<file path="src/rtl/hazard_pkg.sv">
// -----------------------------------------------------------------------------
// hazard_pkg
// Shared types and constants for the six-stage pipeline hazard control:
//   - hcu_state_e : watchdog FSM states (RUN, WAIT, HALT)
//   - REG_R0      : architectural zero register (never a real dependency)
//   - fwd_sel_e   : operand forwarding mux select, shared with forwarding logic
//   - src_hit()   : "this consumer source really depends on that producer rd"
// -----------------------------------------------------------------------------
package hazard_pkg;

  typedef enum logic [1:0] {
    ST_RUN  = 2'b00,
    ST_WAIT = 2'b01,
    ST_HALT = 2'b10
  } hcu_state_e;

  localparam logic [3:0] REG_R0 = 4'd0;

  typedef enum logic [1:0] {
    FWD_NONE = 2'b00,
    FWD_MEM  = 2'b01,
    FWD_EX2  = 2'b10
  } fwd_sel_e;

  // True when a source operand is actually read and names the producer's rd.
  function automatic logic src_hit(input logic       uses,
                                   input logic [3:0] rs,
                                   input logic [3:0] rd);
    return uses & (rs == rd);
  endfunction

endpackage

</file>
<file path="src/rtl/hazard_control_unit_sat_counter.sv">
// -----------------------------------------------------------------------------
// sat_counter
// Event counter that adds one per inc_i cycle and sticks at all ones.
// clr_i is a synchronous clear and wins over a same-cycle increment.
// Ports:
//   clk, rst_n  : clock, asynchronous active-low reset
//   inc_i       : count this cycle
//   clr_i       : synchronous clear
//   count_o     : registered count value
// -----------------------------------------------------------------------------
module sat_counter #(
  parameter int W = 16
) (
  input  logic         clk,
  input  logic         rst_n,
  input  logic         inc_i,
  input  logic         clr_i,
  output logic [W-1:0] count_o
);

  logic [W-1:0] count_q;
  logic [W-1:0] count_d;

  // Next count: clear first, then saturating increment.
  always_comb begin
    count_d = count_q;
    if (clr_i) begin
      count_d = {W{1'b0}};
    end else if (inc_i && (count_q != {W{1'b1}})) begin
      count_d = count_q + {{(W-1){1'b0}}, 1'b1};
    end else begin
      count_d = count_q;
    end
  end

  // Count register.
  always_ff @(posedge clk or negedge rst_n) begin
    if (!rst_n) begin
      count_q <= {W{1'b0}};
    end else begin
      count_q <= count_d;
    end
  end

  assign count_o = count_q;

endmodule

</file>
<file path="src/rtl/hazard_control_unit.sv">
// -----------------------------------------------------------------------------
// hazard_control_unit
// Stall / freeze / flush control for the 16-bit six-stage pipeline
// (IF, ID, EX1, EX2, MEM, WB), with a memory-wait watchdog and activity
// counters.
// Ports:
//   clk, rst_n                         : clock, asynchronous active-low reset
//   idex_* (valid, rs1/rs2, uses_rs*)  : EX1 instruction operands
//   exmem_* (valid, reg_write, mem_to_reg, rd, branch_taken) : EX2 instruction
//   mem_req, mem_ready                 : MEM stage data access handshake
//   perf_clr                           : synchronous clear of the counters
//   pc/ifid/idex/exmem_stall           : hold pipeline registers
//   exmem_bubble, memwb_bubble         : insert NOPs
//   ifid_flush, idex_flush             : squash younger instructions
//   mem_timeout                        : sticky watchdog flag
//   stall_cnt, wait_cnt, flush_cnt     : saturating event counters
// Control outputs are combinational from inputs and registered state.
// -----------------------------------------------------------------------------
module hazard_control_unit
  import hazard_pkg::*;
#(
  parameter int CNT_W        = 16,
  parameter int WAIT_TIMEOUT = 255
) (
  input  logic             clk,
  input  logic             rst_n,
  input  logic             idex_valid,
  input  logic [3:0]       idex_rs1,
  input  logic [3:0]       idex_rs2,
  input  logic             idex_uses_rs1,
  input  logic             idex_uses_rs2,
  input  logic             exmem_valid,
  input  logic             exmem_reg_write,
  input  logic             exmem_mem_to_reg,
  input  logic [3:0]       exmem_rd,
  input  logic             exmem_branch_taken,
  input  logic             mem_req,
  input  logic             mem_ready,
  input  logic             perf_clr,
  output logic             pc_stall,
  output logic             ifid_stall,
  output logic             idex_stall,
  output logic             exmem_stall,
  output logic             exmem_bubble,
  output logic             memwb_bubble,
  output logic             ifid_flush,
  output logic             idex_flush,
  output logic             mem_timeout,
  output logic [CNT_W-1:0] stall_cnt,
  output logic [CNT_W-1:0] wait_cnt,
  output logic [CNT_W-1:0] flush_cnt
);

  // Last wait-counter value before the watchdog fires.
  localparam logic [15:0] WAIT_LAST = 16'(WAIT_TIMEOUT - 1);

  hcu_state_e  state_q, state_d;
  logic [15:0] wait_len_q, wait_len_d;
  logic        mem_timeout_q, mem_timeout_d;

  logic load_use_s;
  logic mem_busy_s;
  logic redirect_s;
  logic in_halt_s;
  logic stall_ev_s;
  logic wait_ev_s;
  logic flush_ev_s;

  assign load_use_s = idex_valid & exmem_valid & exmem_reg_write & exmem_mem_to_reg &
                      (exmem_rd != REG_R0) &
                      (src_hit(idex_uses_rs1, idex_rs1, exmem_rd) |
                       src_hit(idex_uses_rs2, idex_rs2, exmem_rd));
  assign mem_busy_s = mem_req & ~mem_ready;
  assign redirect_s = exmem_valid & exmem_branch_taken;

  // Any encoding other than RUN/WAIT is treated as halted so a corrupted
  // state register freezes the pipeline instead of letting it run.
  assign in_halt_s  = (state_q != ST_RUN) && (state_q != ST_WAIT);

  assign wait_ev_s  = ~in_halt_s & mem_busy_s;
  assign flush_ev_s = ~in_halt_s & ~mem_busy_s & redirect_s;
  assign stall_ev_s = ~in_halt_s & ~mem_busy_s & ~redirect_s & load_use_s;

  // Prioritised control outputs: freeze > redirect flush > load-use stall.
  // A redirect held during a freeze stays in EX2 and fires afterwards.
  always_comb begin
    pc_stall     = 1'b0;
    ifid_stall   = 1'b0;
    idex_stall   = 1'b0;
    exmem_stall  = 1'b0;
    exmem_bubble = 1'b0;
    memwb_bubble = 1'b0;
    ifid_flush   = 1'b0;
    idex_flush   = 1'b0;
    if (in_halt_s || mem_busy_s) begin
      pc_stall     = 1'b1;
      ifid_stall   = 1'b1;
      idex_stall   = 1'b1;
      exmem_stall  = 1'b1;
      memwb_bubble = 1'b1;
    end else if (redirect_s) begin
      // The bubble kills the EX1 instruction; a load-use on it is moot.
      ifid_flush   = 1'b1;
      idex_flush   = 1'b1;
      exmem_bubble = 1'b1;
    end else if (load_use_s) begin
      // One cycle suffices: next cycle the load is in MEM and forwards.
      pc_stall     = 1'b1;
      ifid_stall   = 1'b1;
      idex_stall   = 1'b1;
      exmem_bubble = 1'b1;
    end else begin
      pc_stall     = 1'b0;
    end
  end

  // Watchdog next-state, wait-length and sticky timeout logic.
  always_comb begin
    state_d       = state_q;
    wait_len_d    = wait_len_q;
    mem_timeout_d = mem_timeout_q;
    case (state_q)
      ST_RUN: begin
        if (mem_busy_s) begin
          state_d = ST_WAIT;
        end else begin
          state_d = ST_RUN;
        end
      end
      ST_WAIT: begin
        if (mem_busy_s && (wait_len_q == WAIT_LAST)) begin
          state_d = ST_HALT;
        end else if (mem_busy_s) begin
          state_d = ST_WAIT;
        end else begin
          state_d = ST_RUN;
        end
      end
      ST_HALT: begin
        state_d = ST_HALT;
      end
      default: begin
        state_d = ST_HALT;
      end
    endcase
    // Held while halted so it never wraps on an endless hang.
    if (in_halt_s) begin
      wait_len_d = wait_len_q;
    end else if (mem_busy_s) begin
      wait_len_d = wait_len_q + 16'd1;
    end else begin
      wait_len_d = 16'd0;
    end
    if (state_d == ST_HALT) begin
      mem_timeout_d = 1'b1;
    end else begin
      mem_timeout_d = mem_timeout_q;
    end
  end

  // Watchdog state registers.
  always_ff @(posedge clk or negedge rst_n) begin
    if (!rst_n) begin
      state_q       <= ST_RUN;
      wait_len_q    <= 16'd0;
      mem_timeout_q <= 1'b0;
    end else begin
      state_q       <= state_d;
      wait_len_q    <= wait_len_d;
      mem_timeout_q <= mem_timeout_d;
    end
  end

  assign mem_timeout = mem_timeout_q;

  sat_counter #(.W(CNT_W)) u_stall_cnt (
    .clk     (clk),
    .rst_n   (rst_n),
    .inc_i   (stall_ev_s),
    .clr_i   (perf_clr),
    .count_o (stall_cnt)
  );

  sat_counter #(.W(CNT_W)) u_wait_cnt (
    .clk     (clk),
    .rst_n   (rst_n),
    .inc_i   (wait_ev_s),
    .clr_i   (perf_clr),
    .count_o (wait_cnt)
  );

  sat_counter #(.W(CNT_W)) u_flush_cnt (
    .clk     (clk),
    .rst_n   (rst_n),
    .inc_i   (flush_ev_s),
    .clr_i   (perf_clr),
    .count_o (flush_cnt)
  );

endmodule
</file>
<file path="config.mk">
export PLATFORM = sky130hd
export DESIGN_NAME = hazard_control_unit
export DESIGN_NICKNAME = d
export VERILOG_FILES = /design/src/rtl/hazard_pkg.sv /design/src/rtl/hazard_control_unit_sat_counter.sv /design/src/rtl/hazard_control_unit.sv
export SDC_FILE = /design/constraint.sdc
export NUM_CORES = 1
export LEC_CHECK = 0
export ABC_AREA = 1
export BUFFER_PORTS_ARGS = -buffer_cell sky130_fd_sc_hd__buf_2
export CAP_MARGIN = 5
export CORE_MARGIN = 2
export CORE_UTILIZATION = 56
export CTS_BUF_LIST = sky130_fd_sc_hd__clkbuf_16
export CTS_CLUSTER_SIZE = 16
export DETAILED_ROUTE_END_ITERATION = 16
export GPL_TIMING_DRIVEN = 0
export PLACE_DENSITY_LB_ADDON = 0.15
export SLEW_MARGIN = 20
export SYNTH_ARGS = -nofsm -noshare
export SYNTH_HDL_FRONTEND = slang
export SYNTH_HIERARCHICAL = 1
export SYNTH_SLANG_ARGS = --single-unit
export TNS_END_PERCENT = 5
</file>
<file path="constraint.sdc">
create_clock -name clk -period 2.4 [get_ports clk]
set_input_delay 0.72 -clock clk [delete_from_list [all_inputs] [get_ports clk]]
set_output_delay 0.72 -clock clk [all_outputs]
set_load 0.005 [all_outputs]
</file>
==> flow_summary.rst <==
.. list-table::
   :header-rows: 1

   * - Metric
     - Value
   * - Number of ports placed on the die boundary
     - 81
   * - Final core utilization
     - 68.4%
   * - Setup repair after global routing missed its margin
     - yes
   * - Final period demand of the worst path
     - 2.34 ns
   * - Initial antenna violation count
     - 0
   * - Pwr/cell area
     - 493 mW/mm2
   * - Hold_ws
     - 0.336 ns
   * - Number of global-route vias before repair
     - 4,117
   * - Commonest non-fill, non-tap cells in the layout
     - nand2_1 (212), buf_2 (79), dfrtp_1 (67)
   * - Highest Clock Rate
     - 427 MHz
   * - Top post-synthesis cells by area
     - dfrtp_1 (38%), nand2_1 (19%), inv_1 (5.4%), nor2_1 (5.4%), nand3_1 (5.2%)
   * - Deepest level of the CTS H-tree
     - 3
   * - Count of different cell masters after synthesis
     - 33
   * - GRT met2 Usage
     - 45.9%
   * - Number of buffer and inverter stages on the critical path
     - 3
   * - Antenna Violating Nets Remaining
     - 0
   * - Number of buffers inserted during clock tree synthesis
     - 9
   * - CP endpoint kind
     - primary output
   * - Number of enable-type register cells in the synthesized netlist
     - 0
   * - Worst EP arrival
     - 1.62 ns
   * - Area Overhead vs Synth
     - 19.8%
   * - IO Port Bufs
     - 80
   * - Post-synth top area share
     - 38.4%
   * - Netlist area before placement
     - 0.00436 mm2
   * - Number of filler instances in the final layout
     - 662
   * - Diodes inserted
     - 0
   * - Static leakage
     - 2.76 nW
   * - Gate count after technology mapping
     - 614
   * - Maximum number of pins on one net before global-route repair
     - 37
   * - Number of DRC violations after detailed routing
     - 0
   * - Slew Limit Headroom
     - 64.7%
   * - Clock slew at reported path FFs
     - 0.05 ns
   * - Detailed placer's ending HPWL
     - 7590 um
   * - Post-synth ARST share
     - 100%
   * - Sum of routed wire length over all layers
     - 10,600 um
   * - Most Frequent Cell on Critical Path
     - nand2_1
   * - Cell-by-cell listing of the critical path
     - buf_4 -> nand2_1 -> nand2_1 -> nor2_1 -> nand3_1 -> nand2_1 -> nand3b_1 -> nand2_2 -> buf_4 -> buf_2
   * - Cell family with most CP delay
     - simple AND/OR/NAND/NOR gates
   * - Most common cell after layout, fill and taps aside
     - nand2_1
   * - Crit start category
     - input pin
   * - Cell type contributing the most total cell area after synthesis
     - dfrtp_1
   * - Number of buffers added to fix hold violations after cts
     - 0
   * - Max Buffers Root-to-Sink
     - 2
   * - Placed cell count
     - 797
   * - Worst stage delay on the critical path
     - 0.13 ns
   * - Iteration-0 DRC Markers
     - 172
   * - Die extent in x
     - 92.3 um
   * - Crit path max fanout
     - 3
   * - Proportion of synthesized chip area in sequential cells
     - 38.4%
   * - Class of the worst hold path
     - input pin to asynchronous set/reset pin
   * - Total GRT Usage
     - 26.5%
   * - Share of cells above drive strength 1
     - 22.2%
   * - Highest-utilization routing layer at the global route stage
     - met2
   * - Routed WL per cell
     - 13.1 um
   * - Number of standard cells in the layout, taps in and fillers out
     - 814
   * - GR Util met3
     - 4.35%
   * - Number of optimization iterations in the first detailed-route pass
     - 4
   * - Final critical-path share of the clock period
     - 97.6%
   * - Setup-failing EPs final
     - 0
   * - Vertical extent of the die
     - 92.3 um
   * - Die Footprint
     - 0.00851 mm2
   * - Effective utilization at floorplan
     - 57.1%
   * - Mean instance size in the synthesized netlist
     - 7.11 um2
   * - Slowest stage cell, crit path
     - buf_4
   * - Maxcap violations
     - 0
   * - Final nets
     - 737
   * - Worst setup path category
     - input pin to primary output
   * - Result of the run
     - complete, no violations
   * - TritonCTS clock tree
     - done
   * - Number of vias per cell after detailed routing
     - 5.30
   * - Final instance area
     - 0.00523 mm2
   * - Count of vias placed by the detailed router
     - 4,314
   * - Max Slew Vio Count
     - 0
   * - Global-route wire length before repair
     - 18,200 um
   * - Clock root buffer
     - clkbuf_16
   * - Routability congestion estimate from global placement
     - 0.890
   * - M1 GR Usage
     - 33.1%
   * - Clock tree sinks
     - 67
   * - Clock Skew
     - 0.00462 ns
   * - Yosys warning count
     - 6
   * - Placement Rows
     - 32
   * - Cell Area, Placed
     - 0.00491 mm2
   * - Worst slew pin tran
     - 0.526 ns
   * - Prevailing post-synth register cell
     - dfrtp_1
   * - Overflow left after global routing
     - 0
   * - Area of the core region
     - 0.00765 mm2
   * - Clock latency reported for the late side of the worst-skew pair
     - 0.33 ns
   * - Net Count, Synth
     - 643
   * - Count of state elements after synthesis
     - 67
   * - Required time worst endpoint
     - 1.68 ns
   * - Maximum resistive drop on vdd
     - 0.000356 V
   * - Final hold viol count
     - 0
## synth_stat cells (all sizes together), types with 2 or more instances
cell    instances
nand2         230
nor2           74
inv            70
dfrtp          67
nand3          47
nand4          30
o21ai          21
a21oi          13
buf            13
nor3           11
xor2            9
xnor2           8
o21bai          6
ha              5
or2             3
and3            2
nand3b          2
## cell type report
class	count	area [um2]	share of cell area, %
clock inverter	6	50.0	0.957
clock buffer	9	225	4.31
tap	102	128	2.44
timing repair buffer	83	449	8.59
multi-input combinational	462	2290	43.8
sequential	67	1680	32.1
buffer	14	130	2.49
inverter	71	277	5.29
## final timing paths
check / start / endpoint / slack (ns) / cells after the start
min in group clk: mem_timeout / mem_timeout / 0.47 / 2
min: rst_n / wait_len_q[14] / 0.34 / 1
max reg2reg: state_q[1] / u_stall_cnt/count_o[2] / 0.36 / 10
min reg2reg: mem_timeout / mem_timeout / 0.47 / 2
max: exmem_rd[0] / ifid_stall / 0.06 / 10
max in group asynchronous: rst_n / u_stall_cnt/count_o[1] / 1.53 / 2
## worst register-to-register path, cell delays in order, from the launching register on
cell,delay [ns]
dfrtp_1,0.45
inv_2,0.15
nand2_2,0.10
inv_2,0.10
nand3_1,0.10
nor2_1,0.24
inv_1,0.07
nor2_1,0.25
buf_2,0.30
nand4_1,0.12
nand2_1,0.10
## flip-flops by register name (all words and copies together) (netlist names)
| register | cells |
|---|---|
| state_q | 2 |
| u_wait_cnt/count_o | 16 |
| u_flush_cnt/count_o | 16 |
| wait_len_q | 16 |
| u_stall_cnt/count_o | 16 |
| mem_timeout | 1 |
## where the power goes
group | total (mW) | internal [mW] | leakage (nW) | switching [mW]
Sequential | 1.14 | 1.14 | 0.928 | 0.00586
Clock | 1.24 | 0.781 | 0.143 | 0.461
Combinational | 0.195 | 0.0741 | 1.69 | 0.121
## layer usage
layer  share of wire, %  routed length (um)
met5                  0                   0
met4                1.4                 150
met3                5.3                 559
met2                 50                5350
met1                 43                4580
## what timing repair did
action	4_1_cts	5_1_grt
pin swaps	0	7
setup endpoints to repair	4	3
endpoints found under the hold margin	0	0
setup buffers	2	0
gates resized for setup	2	12
## per-stage QoR
stage | setup TNS [ns] | setup slack [ns] | total power [mW]
floorplan | 0 | 0.217 | 1.26
global placement | -2.67 | -0.264 | 1.34
detailed placement | -3.28 | -0.254 | 1.35
CTS | 0 | 0.0133 | 2.60
global route | -0.0581 | -0.0355 | 2.66
finish | 0 | 0.0573 | 2.58
## cells by family (layout without fill, tap and decap cells)
group,Yosys count,count (layout),share of synthesized area (%)
AO/OA/AOI/OAI,41,41,5.88
XOR/XNOR,17,17,3.41
adder cells (fa/ha/maj),5,5,1.43
buffers and inverters,85,183,9.26
flip-flops,67,67,38.4
AND/OR/NAND/NOR,399,399,41.6
Power figures use the tool's default switching activity.
